### config.mk
export PLATFORM = sky130hd
export DESIGN_NAME = rotate_sequencer
export DESIGN_NICKNAME = d
export VERILOG_FILES = /design/src/rtl/rotate_pkg.sv /design/src/rtl/rotate_reg.sv /design/src/rtl/rotate_sequencer.sv
export SDC_FILE = /design/constraint.sdc
export NUM_CORES = 1
export LEC_CHECK = 0
export ABC_AREA = 1
export BUFFER_PORTS_ARGS = -buffer_cell sky130_fd_sc_hd__buf_2
export CORE_AREA = 10 10 47 49
export DETAILED_ROUTE_END_ITERATION = 12
export DIE_AREA = 0 0 57 59
export GPL_ROUTABILITY_DRIVEN = 0
export PLACE_DENSITY = 0.65
export SLEW_MARGIN = 20
export SYNTH_ARGS = -nofsm -noshare
export SYNTH_HDL_FRONTEND = slang
export SYNTH_HIERARCHICAL = 1
export SYNTH_SLANG_ARGS = --single-unit
### constraint.sdc
create_clock -name clk -period 2.2 [get_ports clk]
set_input_delay 0.22 -clock clk [delete_from_list [all_inputs] [get_ports clk]]
set_output_delay 0.22 -clock clk [all_outputs]
set_load 0.01 [all_outputs]
### src/rtl/rotate_pkg.sv
// Shared definitions for the rotate sequencer and its end-around register.
package rotate_pkg;

  typedef enum logic [1:0] {
    ST_IDLE  = 2'd0,
    ST_SHIFT = 2'd1,
    ST_DONE  = 2'd2
  } state_e;

  localparam logic ROT_RIGHT = 1'b0;
  localparam logic ROT_LEFT  = 1'b1;

endpackage

### src/rtl/rotate_reg.sv
// WIDTH-bit end-around shift register: parallel load has priority over a
// single-position rotate; holds otherwise.
module rotate_reg
  import rotate_pkg::*;
#(
  parameter int WIDTH = 4
) (
  input  logic             clk,
  input  logic             rst,
  input  logic             load,
  input  logic             shift_en,
  input  logic             dir,
  input  logic [WIDTH-1:0] data,
  output logic [WIDTH-1:0] Q
);

  logic [WIDTH-1:0] rot_s;

  // One-position rotation of the current contents in the requested direction
  always_comb begin
    rot_s = Q;
    if (dir == ROT_LEFT) begin
      rot_s = {Q[WIDTH-2:0], Q[WIDTH-1]};
    end else begin
      rot_s = {Q[0], Q[WIDTH-1:1]};
    end
  end

  // Register contents: reset, load, rotate or hold
  always_ff @(posedge clk or posedge rst) begin
    if (rst) begin
      Q <= '0;
    end else if (load) begin
      Q <= data;
    end else if (shift_en) begin
      Q <= rot_s;
    end else begin
      Q <= Q;
    end
  end

endmodule

### src/rtl/rotate_sequencer.sv
// Request-driven controller: loads the rotating register, rotates it req_amt
// times in the latched direction, then pulses done for one cycle.
module rotate_sequencer
  import rotate_pkg::*;
#(
  parameter int WIDTH = 4,
  parameter int AMT_W = $clog2(WIDTH)
) (
  input  logic             clk,
  input  logic             rst,
  input  logic             req_valid,
  output logic             req_ready,
  input  logic [WIDTH-1:0] req_data,
  input  logic [AMT_W-1:0] req_amt,
  input  logic             req_dir,
  output logic             busy,
  output logic             done,
  output logic [WIDTH-1:0] Q
);

  state_e           state_r;
  state_e           state_nxt_s;
  logic [AMT_W-1:0] cnt_r;
  logic             dir_r;
  logic             accept_s;
  logic             shift_en_s;

  assign accept_s   = (state_r == ST_IDLE) && req_valid;
  assign shift_en_s = (state_r == ST_SHIFT);

  // Next-state selection; a zero amount skips SHIFT entirely
  always_comb begin
    state_nxt_s = ST_IDLE;
    case (state_r)
      ST_IDLE: begin
        if (req_valid) begin
          state_nxt_s = (req_amt != {AMT_W{1'b0}}) ? ST_SHIFT : ST_DONE;
        end else begin
          state_nxt_s = ST_IDLE;
        end
      end
      ST_SHIFT: begin
        if (cnt_r == AMT_W'(1)) begin
          state_nxt_s = ST_DONE;
        end else begin
          state_nxt_s = ST_SHIFT;
        end
      end
      ST_DONE:  state_nxt_s = ST_IDLE;
      default:  state_nxt_s = ST_IDLE;
    endcase
  end

  // State, remaining-rotation count and latched direction
  always_ff @(posedge clk or posedge rst) begin
    if (rst) begin
      state_r <= ST_IDLE;
      cnt_r   <= {AMT_W{1'b0}};
      dir_r   <= ROT_RIGHT;
    end else begin
      state_r <= state_nxt_s;
      if (accept_s) begin
        cnt_r <= req_amt;
        dir_r <= req_dir;
      end else if (shift_en_s) begin
        cnt_r <= cnt_r - AMT_W'(1);
      end else begin
        cnt_r <= cnt_r;
      end
    end
  end

  assign req_ready = (state_r == ST_IDLE);
  assign busy      = (state_r != ST_IDLE);
  assign done      = (state_r == ST_DONE);

  rotate_reg #(
    .WIDTH(WIDTH)
  ) u_reg (
    .clk      (clk),
    .rst      (rst),
    .load     (accept_s),
    .shift_en (shift_en_s),
    .dir      (dir_r),
    .data     (req_data),
    .Q        (Q)
  );

endmodule
### Word-level counts from Yosys, hierarchy flattened

Index checks and enable logic that the tools add are counted.

* $add $sub $neg: 1
* reduce and logical (&&, ||, !) cells: 5
* multiplexer cells: 9
* equal/unequal tests: 3

Operator list (count)
* 2-to-1 mux 4 bit: 3
* 2-to-1 mux 2 bit: 5
* nonzero test 2 bit: 3
* == test 2 x 1 -> 1 bit (second input constant): 2
* case mux 2 bit (2 select lines): 1
* == test 2 bit (second input constant): 1
* zero test 2 bit: 1
* subtractor 2 x 1 -> 2 bit (second input constant): 1
* logical AND 1 bit: 1

* bits of input ports: 10
* flip-flop bits (word level): 9
* logic and storage cells: 22

### Longest topological paths before layout

* word-level depth: 4
* gate-level depth with buffers: 7
* depth with buffers taken out: 7

### Modules after synthesis

Netlist, hierarchy kept.

By module, submodules not included
* rotate_sequencer: cells each 36, instances 1, area an instance 284.0 um^2, seq. area each 125.1 um^2
* rotate_reg: cells each 41, instances 1, area an instance 251.5 um^2, seq. area each 100.1 um^2

### Worst setup path before layout

OpenSTA, ideal clock, no wires.

* path kind: register to register
* start point: register state_r[0]
* end point: register u_reg.Q[1]
* setup time: 0.121 ns
* cell stages (with the launch flop): 7
* path buffers: 0
* data required time: 2.079 ns
* arrival time: 1.011 ns
* setup slack: 1.068 ns
* path through: dfrtp_1 > nor2_4 > nand2_4 > inv_2 > nor2_2 > a21oi_1 > nand2_1

* longest elaborated chain between the ends: 3
* elaborated cells on any way between the ends: 5
* those cells by class: 1 x eq/ne; 1 x mux; 3 x reduce/logical

RTL lines
* start, declared: RTL line rotate_sequencer.sv:21 `state_e state_r;`
* start signal, assigned: RTL line rotate_sequencer.sv:61 `state_r <= state_nxt_s;`
* zero test 2 bit (*)
* via req_ready: RTL line rotate_sequencer.sv:12 `output logic req_ready,`
* logical AND 1 bit (*): RTL line rotate_sequencer.sv:28 `assign accept_s = (state_r == ST_IDLE) && req_valid;`
* via accept_s: RTL line rotate_sequencer.sv:25 `logic accept_s;`
* 2-to-1 mux 4 bit or nonzero test 2 bit (tied branches)
* end signal, assigned: RTL line rotate_reg.sv:34 `Q <= data;`
* end signal, assigned: RTL line rotate_reg.sv:36 `Q <= rot_s;`
* end, declared: RTL line rotate_reg.sv:14 `output logic [WIDTH-1:0] Q`

The timed path passes the listed nets; every way through them passes the cells marked *.
A chain may end at the register's enable or synchronous reset.

### Final worst setup path

* start point: register state_r[0]
* end point: output port busy

* longest elaborated chain between the ends: 1

RTL lines
* nonzero test 2 bit: RTL line rotate_sequencer.sv:74 `assign busy = (state_r != ST_IDLE);`
* end, declared: RTL line rotate_sequencer.sv:16 `output logic busy,`

No other way between the ends.

==> results.md <==
* Critical Path AT at between 1000 and 1500 ps
* Syn. warnings at 6
* RR Endpoint: u_reg/Q[0]$_DFFE_PP0P_
* Final Skew at around 4.9 ps
* Setup CP Type: reg -> out
* Via density at around 4.4
* IO Port Bufs at 16
* Crit-path max FO at 5
* WL final at 1.24 mm
* Unique masters post-synth at 13
* Die Ht at ~60 um
* # IOs at 17
* Worst-path clk slew at ~60 ps
* Die ar. at ~0.0034 mm^2
* Synth Cell Area at around 540 um^2
* Layout cells sized above 1 at between 20% and 30%
* Drt wl/cell at ~11 um
* Diode count at 0
* Critical Path Max Stage Delay at roughly 420 ps
* CP endpoint kind: output port
* Final cell count without fillers at about 110
* Aggregate global routing overflow at 0
* Clk sinks at 9
* TritonRoute pass-1 iters at 4
* Critical path launch point type: register
* R2r startpoint: state_r[0]$_DFF_PP0_
* Top delay family on crit path: flip-flops
* HPWL Detailed at roughly 1.0 mm
* GR Util All Layers at ~7.8%
* Final nets at between 100 and 150
* CTS tree: done
* Seq cells post-synth at 9
* Syn Nets at between 80 and 90
* Synthesized netlist cell count at 77
* Post-synth top area cell: dfrtp_1
* Initial core utilization at 38.2%
* Max cap viols at 0
* Post_cts resized at 0
* Crit-path slowest cell: dfrtp_1
* PwrDens at 1420 mW/mm^2
* Worst-margin pin slew at about 260 ps
* Critical path, cell by cell: nor2_4 > inv_1 > buf_2
* Post-synthesis sequential area ratio at 42.1%
* CTS Buf Count at 3
* FILL cells at between 150 and 200
* Final setup vio count at 0
* Share of the synthesized area in the top cell type at a little over two fifths
* Clock Latency Late Sink at between 200 and 300 ps
* Worst slew margin at between 80% and 90%
* Post-route antenna net violation count at 0
* Syn avg cell area at ~7.0 um^2
* P_leak at ~0.00042 uW
* Core area at between 0.001 and 0.0015 mm^2
* Rows at 14
* Commonest non-fill, non-tap cell in the layout: nand2_1
* Tmin final at 1270 ps
* Vias in the first global route at about 510
* Setup Buffers After CTS at 0
* Final core occ at around 48%
* First-pass GRT wire length at between 2 and 2.5 mm
* Antenna violations before repair at 0
* Design area at ~670 um^2
* Final hold violation count at 0
* Most frequent cells in the layout: 31 x nand2_1, 16 x inv_1, 16 x buf_2
* Hold Crit Endpoint: dir_r$_DFFE_PP0P_
* Synth-to-Final Area Change at 25.5%
* CTS H-Tree Depth at 1
* Path depth of the worst reg2reg path at 6
* RSZ-0062 raised after global routing: no
* Largest net degree at the start of global routing at 9
* Area post-placement at approximately 640 um^2
* IR drop worst, VDD at between 0.5 and 0.6 mV
* 1st-iter DRT viols at 10
* Worst min-delay path startpoint: req_dir
* Hold WS at ~170 ps
* Clock Path Buffers at 2
* Inst Count DP at approximately 110
* Sequential Area at 225 um^2
* Die Width at ~57 um
* Max Clock Freq at between 700 and 800 MHz
* # DRC at 0
* Max Slew Vio Count at 0
* Via Count at a little over 500
* FF-to-FF setup slack at a little over 1000 ps
* Required time worst endpoint at 1980 ps
* Root Driver: clkbuf_4
* Status: finished clean
* Hold Crit Depth at 3
* Worst min path class: in -> reg
* Area occupied by multi-input gates at between 200 and 250 um^2
* Final Cycle Share at approximately 58%
* Ranking of synthesized cells by area: dfrtp_1 42%, nand2_1 22%, inv_1 11%, nand3_1 5.6%, nor2_4 4.2%
* Buf/Inv on CP at 2
* Total negative slack at 0 ps
[worst max path at each step]
| stage | from | endpoint | slack, ps | cells after the start |
|---|---|---|---|---|
| 2_1_floorplan | state_r[0]$_DFF_PP0_ | u_reg/Q[1]$_DFFE_PP0P_ | 1070 | 6 |
| 3_3_place_gp | state_r[0]$_DFF_PP0_ | u_reg/Q[1]$_DFFE_PP0P_ | 1040 | 6 |
| 3_5_place_dp | state_r[0]$_DFF_PP0_ | u_reg/Q[0]$_DFFE_PP0P_ | 1000 | 6 |
| 4_1_cts | state_r[0]$_DFF_PP0_ | busy | 920 | 3 |
| 5_1_grt | state_r[0]$_DFF_PP0_ | busy | 870 | 3 |
| 6_report | state_r[0]$_DFF_PP0_ | busy | 930 | 3 |
[cells in the mapped netlist]
cell,n
nand2_1,31
nand3_1,6
o21ai_0,1
nor2_1,2
inv_2,1
nor2_4,2
dfrtp_1,9
ha_1,1
inv_1,16
nor2_2,2
a21oi_1,4
nand2_4,1
o21ai_2,1
[routing by layer]
layer	part of all wire (%)	up-vias	track usage, %
li1	-	270	-
met1	44	218	8.18
met2	50	14	13.0
met3	5.2	2	3.22
met4	0.81	0	4.03
met5	0	-	0
[power breakdown]
group          total [uW]  internal, uW  switching, uW
clock network         128          69.9           57.9
registers             332           247           84.5
logic                 491           190            301
[area by class of cell]
| cell class | count | area share (%) |
|---|---|---|
| clock buffers | 4 | 3.91 |
| inverters | 17 | 9.50 |
| multi-input cells | 51 | 36.7 |
| flip-flops and latches | 9 | 33.5 |
| well taps | 16 | 2.98 |
| repair buffers | 17 | 13.4 |
[worst min-delay path, stage by stage]
cell	delay (ps)
buf_2	70
nand2_1	40
nand2_1	50
[kinds of logic (layout without fill, tap and decap cells)]
logic type	Yosys count	after routing	synth area share [%]
compound gates	6	6	6.31
buf+inv	17	38	11.9
fa+ha+maj	1	1	2.34
flops	9	9	42.1
simple gates	44	44	37.4
[per-stage QoR]
stage	power (uW)	worst slack [ps]
2_1_floorplan	675	1070
3_3_place_gp	818	1040
3_5_place_dp	828	998
4_1_cts	960	921
5_1_grt	1050	870
6_report	951	933
[sequential cells by signal, summed over array words and instances (netlist names)]
signal	cells
cnt_r	2
state_r	2
dir_r	1
u_reg/Q	4
[timing repair]
action | 4_1_cts | 5_1_grt
hold buffers | 1 | 0
endpoints found under the hold margin | 9 | 0
setup endpoints to repair | 0 | 0
(Power assumes the default switching activity.)
